File: config.mk
export PLATFORM = sky130hd
export DESIGN_NAME = data_cache
export DESIGN_NICKNAME = d
export VERILOG_FILES = /design/src/rtl/data_cache.sv
export SDC_FILE = /design/constraint.sdc
export NUM_CORES = 2
export LEC_CHECK = 0
export ABC_AREA = 1
export CELL_PAD_IN_SITES_DETAIL_PLACEMENT = 1
export CELL_PAD_IN_SITES_GLOBAL_PLACEMENT = 1
export CORE_MARGIN = 2
export CORE_UTILIZATION = 55
export CTS_BUF_LIST = sky130_fd_sc_hd__clkbuf_8
export CTS_CLUSTER_SIZE = 28
export DETAILED_ROUTE_END_ITERATION = 10
export GPL_TIMING_DRIVEN = 0
export PLACE_DENSITY_LB_ADDON = 0.1
export SKIP_LAST_GASP = 1
export SYNTH_ARGS = -nofsm -noshare
export SYNTH_HDL_FRONTEND = slang
export SYNTH_SLANG_ARGS = --single-unit
File: constraint.sdc
create_clock -name clk -period 11.6 [get_ports clk]
set_clock_uncertainty 0.1 [all_clocks]
set_input_delay 1.74 -clock clk [delete_from_list [all_inputs] [get_ports clk]]
set_output_delay 1.74 -clock clk [all_outputs]
set_load 0.01 [all_outputs]
File: src/rtl/data_cache.sv
// Direct-mapped, write-through, no-write-allocate data cache with one-word lines.
// Read hits complete combinationally; read misses stall while the FSM fills from memory.
module data_cache #(
   parameter int LINES       = 32,
   parameter int MEM_LATENCY = 1
) (
   input  logic        clk,
   input  logic        rst,
   input  logic [31:0] cpu_address,
   input  logic [31:0] cpu_writedata,
   input  logic        cpu_read,
   input  logic        cpu_write,
   output logic [31:0] cpu_readdata,
   output logic        cpu_ready,
   output logic [31:0] mem_address,
   output logic [31:0] mem_writedata,
   output logic        mem_writemem,
   output logic        mem_readmem,
   input  logic [31:0] mem_readdata,
   output logic [31:0] hit_count,
   output logic [31:0] miss_count,
   output logic [1:0]  fsm_state
);

   localparam int IDX = $clog2(LINES);
   localparam int TW  = 32 - IDX;
   localparam int CW  = (MEM_LATENCY > 1) ? $clog2(MEM_LATENCY) : 1;

   typedef enum logic [1:0] {IDLE = 2'd0, FILL = 2'd1, WRITE = 2'd2} state_t;

   // Handshake: a request (cpu_read or cpu_write, write wins) is held stable until
   // the cycle cpu_ready=1; that cycle completes it and the next cycle may start another.
   state_t            state, next_state;
   logic [CW-1:0]     wait_cnt;
   logic [LINES-1:0]  valid;
   logic [TW-1:0]     tag_mem  [LINES];
   logic [31:0]       data_mem [LINES];

   logic [IDX-1:0]    idx;
   logic [TW-1:0]     addr_tag;
   logic              hit;
   logic              hit_inc, miss_inc, fill_done;

   assign idx           = cpu_address[IDX-1:0];
   assign addr_tag      = cpu_address[31:IDX];
   assign hit           = valid[idx] && (tag_mem[idx] == addr_tag);
   assign mem_address   = cpu_address;
   assign mem_writedata = cpu_writedata;
   assign fsm_state     = state;

   always_comb begin
      next_state   = state;
      cpu_ready    = 1'b0;
      cpu_readdata = 32'd0;
      mem_readmem  = 1'b0;
      mem_writemem = 1'b0;
      hit_inc      = 1'b0;
      miss_inc     = 1'b0;
      fill_done    = 1'b0;
      case (state)
         IDLE: begin
            if (cpu_write) begin
               next_state = WRITE;
            end else if (cpu_read) begin
               if (hit) begin
                  cpu_ready    = 1'b1;
                  cpu_readdata = data_mem[idx];
                  hit_inc      = 1'b1;
               end else begin
                  next_state = FILL;
                  miss_inc   = 1'b1;
               end
            end
         end
         FILL: begin
            mem_readmem = 1'b1;
            if (wait_cnt == '0) begin
               fill_done  = 1'b1;
               next_state = IDLE;
            end
         end
         WRITE: begin
            mem_writemem = 1'b1;
            cpu_ready    = 1'b1;
            hit_inc      = hit;
            miss_inc     = !hit;
            next_state   = IDLE;
         end
         default: next_state = IDLE;
      endcase
   end

   always_ff @(posedge clk or posedge rst) begin
      if (rst) begin
         state      <= IDLE;
         wait_cnt   <= '0;
         valid      <= '0;
         hit_count  <= 32'd0;
         miss_count <= 32'd0;
      end else begin
         state <= next_state;
         if (state == IDLE && next_state == FILL)
            wait_cnt <= CW'(MEM_LATENCY - 1);
         else if (state == FILL && wait_cnt != '0)
            wait_cnt <= wait_cnt - 1'b1;
         if (fill_done)
            valid[idx] <= 1'b1;
         if (hit_inc && hit_count != 32'hFFFF_FFFF)
            hit_count <= hit_count + 32'd1;
         if (miss_inc && miss_count != 32'hFFFF_FFFF)
            miss_count <= miss_count + 32'd1;
      end
   end

   // Tag and data arrays carry no reset; the valid bits alone qualify them.
   always_ff @(posedge clk) begin
      if (fill_done) begin
         data_mem[idx] <= mem_readdata;
         tag_mem[idx]  <= addr_tag;
      end else if (state == WRITE && hit) begin
         data_mem[idx] <= cpu_writedata;
      end
   end

endmodule

-- Yosys cells after proc, flatten, opt, wreduce, memory -nomap -nowiden
Memories as Yosys holds them, arrays and structs flattened.
Index checks and enable logic that the tools add are counted.
- $add $sub $neg: 3
- eq/ne operators: 6
- bitwise operators: 2
- $lt $le $gt $ge: 2
- reduce and logical (&&, ||, !) cells: 10
- muxes and demuxes: 34
- operators by type and width (cell ; count):
    $mux 32 ; 5
    $add 32x1->32 const B ; 2
    $ne 32x32->1 const B ; 2
    $or 32x32->32 ; 1
    $eq 27x27->1 ; 1
    $mux 1 ; 19
    $mux 2 ; 4
    $logic_and 1x1->1 ; 7
    $lt 5x6->1 const B ; 1
    $pmux 1 s2 ; 3
    $bmux 1 s5 ; 1
    $demux 1 s5 ; 1
    $ge 5x1->1 const B ; 1
    $eq 2x1->1 const B ; 2
    $pmux 2 s2 ; 1
    $eq 2x2->1 const B ; 1
    $logic_not 2->1 ; 1
    $reduce_bool 2->1 ; 1
    $logic_not 1->1 ; 1
    $or 1x1->1 ; 1
    $sub 1x1->1 const B ; 1
- output and inout bits: 165
- memories: 2
- memory bits (writable): 1888
- flip-flop bits (word level): 99
- word-level logic and storage cells: 64
- input port bits: 100
- memory list (name ; depth ; bits a word ; read ports ; clocked after memory_dff ; wr ports ; line ; source):
    data_mem ; 32 ; 32 ; 1 ; 0 ; 1 ; 37 ; logic [31:0] data_mem [LINES];
    tag_mem ; 32 ; 27 ; 1 ; 0 ; 1 ; 36 ; logic [TW-1:0] tag_mem [LINES];

-- Depth between registers and ports, before layout
- depth in word-level cells: 10
- mapped depth: 25
- gate-level depth less buffers: 21

-- Least setup slack after synthesis
No wires, ideal clock.
- path kind: in2reg
- from: in cpu_address[2]
- to: mem data_mem[10][0] (enable)
- arrival time: 5.393 ns
- stages: 17
- setup time: 0.432 ns
- path slack: 5.675 ns
- required time: 11.068 ns
- path buffers: 3
- cell sequence: buf_2 > inv_2 > nor3_4 > buf_2 > nand2_1 > nand2_1 > nor2_1 > nand2_1 > nand2_1 > nand2_1 > nand2_1 > nor2_1 > nand3_1 > nor2_4 > nand2_2 > buf_2 > a21oi_1
- cells in the longest elaborated chain, start to end: 8
- elaborated cells on any way between the ends: 10
- those cells by class: eq/ne (1); mux (5); bitwise (1); reduce/logical (2); memory (1)
- ends and longest elaborated chain (element ; line ; source):
    from (decl) ; 9 ; input logic [31:0] cpu_address,
    $mem_v2 32x27 or $bmux 1 s5 (tied branches) ; -- ;
    $eq 27x27->1 or $mux 1 (tied branches) ; 46 ; assign hit = valid[idx] && (tag_mem[idx] == addr_tag);
    $logic_and 1x1->1 ; 46 ;
    $logic_and 1x1->1 ; 120 ; end else if (state == WRITE && hit) begin
    $mux 1 ; 120 ;
    $mux 1 ; 117 ; if (fill_done) begin
    $mux 1 (implied by the code) ; 121 ; data_mem[idx] <= cpu_writedata;
    $or 1x1->1 (no line) ; -- ;
    to (decl) ; 37 ;
Several ways; a longest one is shown, not always the timed one. The select of a mux whose other input is x is not followed.

-- Final worst setup path
- from: in cpu_address[1]
- to: out cpu_readdata[29]
- cells in the longest elaborated chain, start to end: 7
- elaborated cells on any way between the ends: 10
- those cells by class: eq/ne (1); mux (6); reduce/logical (1); memory (2)
- ends and longest elaborated chain (element ; line ; source):
    $mem_v2 32x27 or $bmux 1 s5 (tied branches) ; -- ;
    $eq 27x27->1 or $mux 1 (tied branches) ; 46 ;
    $logic_and 1x1->1 ; 46 ;
    $mux 32 * ; 65 ; if (hit) begin
    $mux 32 * ; 64 ; end else if (cpu_read) begin
    $mux 32 * ; 62 ; if (cpu_write) begin
    $mux 32 * ; 60 ; case (state)
    to (decl) ; 13 ; output logic [31:0] cpu_readdata,
Mark *: on every way between the ends. The rest lies on a longest branch, timed or not. The select of a mux whose other input is x is not followed.

==> metrics.cfg <==
[min_path]
hp-start = valid[0]
hold_class = flip-flop to flip-flop

[pwr]
ir_drop_mv = 0.1576
p_per_area_nw_per_um2 = 156.5
fin_total_pwr_mw = 14.77
leakagePower_nw = 35.37

[setup_path]
crit_family = buffers and inverters
reg2reg_from = tag_mem[5][24]
slowest_delay_ns = 0.89
worst-path-buf-inv = 7
r2r_slack_ns = 6.38
arrival_ns = 8.95
critical_path_class = input port to output port
crit_path_cell_trace = clkdlybuf4s50_1 > inv_2 > clkbuf_1 > clkbuf_1 > nand2_1 > nand3_1 > nand2_1 > nand2_1 > nor2_1 > nand3_1 > nand2_1 > nor2_1 > nand2_1 > inv_1 > nand3_1 > nor2_4 > nand2_2 > clkbuf_1 > nor2_1 > clkdlybuf4s50_1
crit_path_top_delay_cell = clkbuf_1
required_ns = 9.76
crit_path_start_kind = input port
path_max_fanout = 10
cp-startpoint = cpu_address[1]
crit_top_cell = nand2_1
crit_path_end_kind = output port

[yosys]
synth_nets = 6935
synth_ff_type = edfxtp_1
seq_area_frac_synth_pct = 72.99
synth_top_area_cell = edfxtp_1
synth.distinct_cells = 36
yosysWarnings = 0
synth-seq-cells = 1987
async_flop_share_pct = 4.982
synth_area_leaders = edfxtp_1, nand2_1, nor3_1, dfrtp_1, o31ai_1
yosysMostFrequentCell = nand2_1
synth_area_per_cell_um2 = 11.86
synth_top_area_share_pct = 69.94
synth_commonest_cells = nand2_1, edfxtp_1, nor3_1, clkbuf_1, nor2_1
syn_area_um2 = 81070
synth_edf_count = 1888
syn_inst = 6833

[status]
status = finished, final reports clean

[finish]
fin_nets = 7626
final_cell_count_no_fill = 9674
multi_input_area_um2 = 19930
area_growth_pct = 16.39
final-seq-area_um2 = 59170
fill_cells = 14690
layout-drive-gt1-share_pct = 9.804

[clock_network]
post_cts_resized = 0
clkSinkCount = 1987
cts_tree = done
h-tree-depth = 5
clkSlewWorstSetupHoldPaths_ns = 0.07
holdBufCountCts = 0
cts-root-buf = clkbuf_8
cts_setup_buffers = 0
cts_buffers = 337
clkLatencyLatePin_ns = 1.09
cts.path.max_buffers = 4

[drt]
viasPerCell = 6.605
wl_um = 327400
drt_first_pass_iters = 6
routedWlPerCell_um = 33.84
vias = 63900
ant_nets = 0
drc = 0
drtIter0Drc = 9449

[floorplan]
ios = 265
die_y_um = 387.9
rows = 140
die_w_um = 387.9
design.die.area_um2 = 150500
start_util_pct = 55.56
core-area_um2 = 145900

[placement]
post-place-ws_ns = 1.254
numPortBuffers = 260
dp_hpwl_um = 211800
dpl.cell_count = 9097
place_congestion = 0.9612

[timing]
slew_headroom_pct = 1.963
setup-violations-final = 0
rsz0062_at_grt = false
fmaxAchievable_ghz = 0.09266
finalCriticalPeriod_ns = 10.79
hold_violations = 0
setup_tns_ns = 0
slew_violations = 0
finalCritPeriodShare_pct = 93.04
tightestPinTransition_ns = 1.467
setup_ws_ns = 0.8077

[global_route]
grt_max_degree = 54
grt_overflow = 0
antenna_found_initial = 7
grt_pass1_wl_um = 460400
first_global_vias = 66430
track_usage_pct = 42.91

[run]
maxCapViolCount = 0

-- metal layers --
layer | routed length, um | GRT usage, % | vias to the layer above
met1 | 110000 | 51.37 | 31550
li1 | - | - | 25590
met5 | 36 | 0 | -
met2 | 149800 | 67.33 | 5207
met3 | 38840 | 11.01 | 1541
met4 | 28720 | 31.98 | 6
-- final timing paths --
path	to	cells past startpoint
min reg2reg	valid[0]	1
max reg2reg	data_mem[13][27]	19
min in group asynchronous	hit_count[13]	2
max in group asynchronous	miss_count[6]	3
min	valid[0]	1
max	cpu_readdata[29]	20
-- power breakdown --
group,internal (mW),switching (mW)
logic,0.277,0.818
registers,7.89,0.0284
clock network,2.82,2.93
total,11.0,3.77
-- metrics by stage --
| step | area, um2 | util (%) | hold slack [ns] |
|---|---|---|---|
| detailed placement | 88520 | 60.67 | 0.3552 |
| global route | 94350 | 64.66 | 0.3898 |
| global placement | 86070 | 58.98 | 0.3379 |
| floorplan | 81070 | - | 0.3276 |
| CTS | 94270 | 64.60 | 0.3694 |
| finish | 94360 | 64.66 | 0.3815 |
-- area by class of cell --
cell class	instances	area share (%)
repair buffers	352	4.795
multi-input cells	4257	21.12
diodes	5	0.01326
well taps	1917	2.542
clock buffers	348	5.076
flip-flops and latches	1987	62.71
clock inverters	219	1.012
plain buffers	457	2.203
inverters	132	0.5278
-- cells in the final DEF, fill, tap and decap left out, drive strengths merged, types with 2 or more instances in the layout --
cell type and instances:
nand4 58, dfrtp 99, xor2 38, o21ai 78, ha 2, nand2 2578
a22o 14, buf 307, bufinv 3, o41ai 2, diode 5, clkinvlp 4
o22ai 227, o2111ai 6, clkbuf 614, clkinv 102, o221ai 30, o31ai 215
clkdlybuf4s50 236, a21oi 37, o21bai 2, or2 4, nor3 520, nand3b 7
nand3 165, inv 242, nor2 232, edfxtp 1888, xnor2 14, nor4 27
-- flip-flops by register name, indices dropped and copies added, names as in the netlist --
name and count:
hit_count 32, data_mem 1024, miss_count 32, fsm_state 2, valid 32, tag_mem 864, wait_cnt 1
-- cell families after synthesis --
group / count (synthesis) / synth area share, %
adder cells (fa/ha/maj): 2 / 0.03086
buffers and inverters: 589 / 3.175
AO/OA/AOI/OAI: 612 / 5.044
flip-flops: 1987 / 72.99
XOR/XNOR: 52 / 0.5618
AND/OR/NAND/NOR: 3591 / 18.20
(Power assumes the default switching activity.)
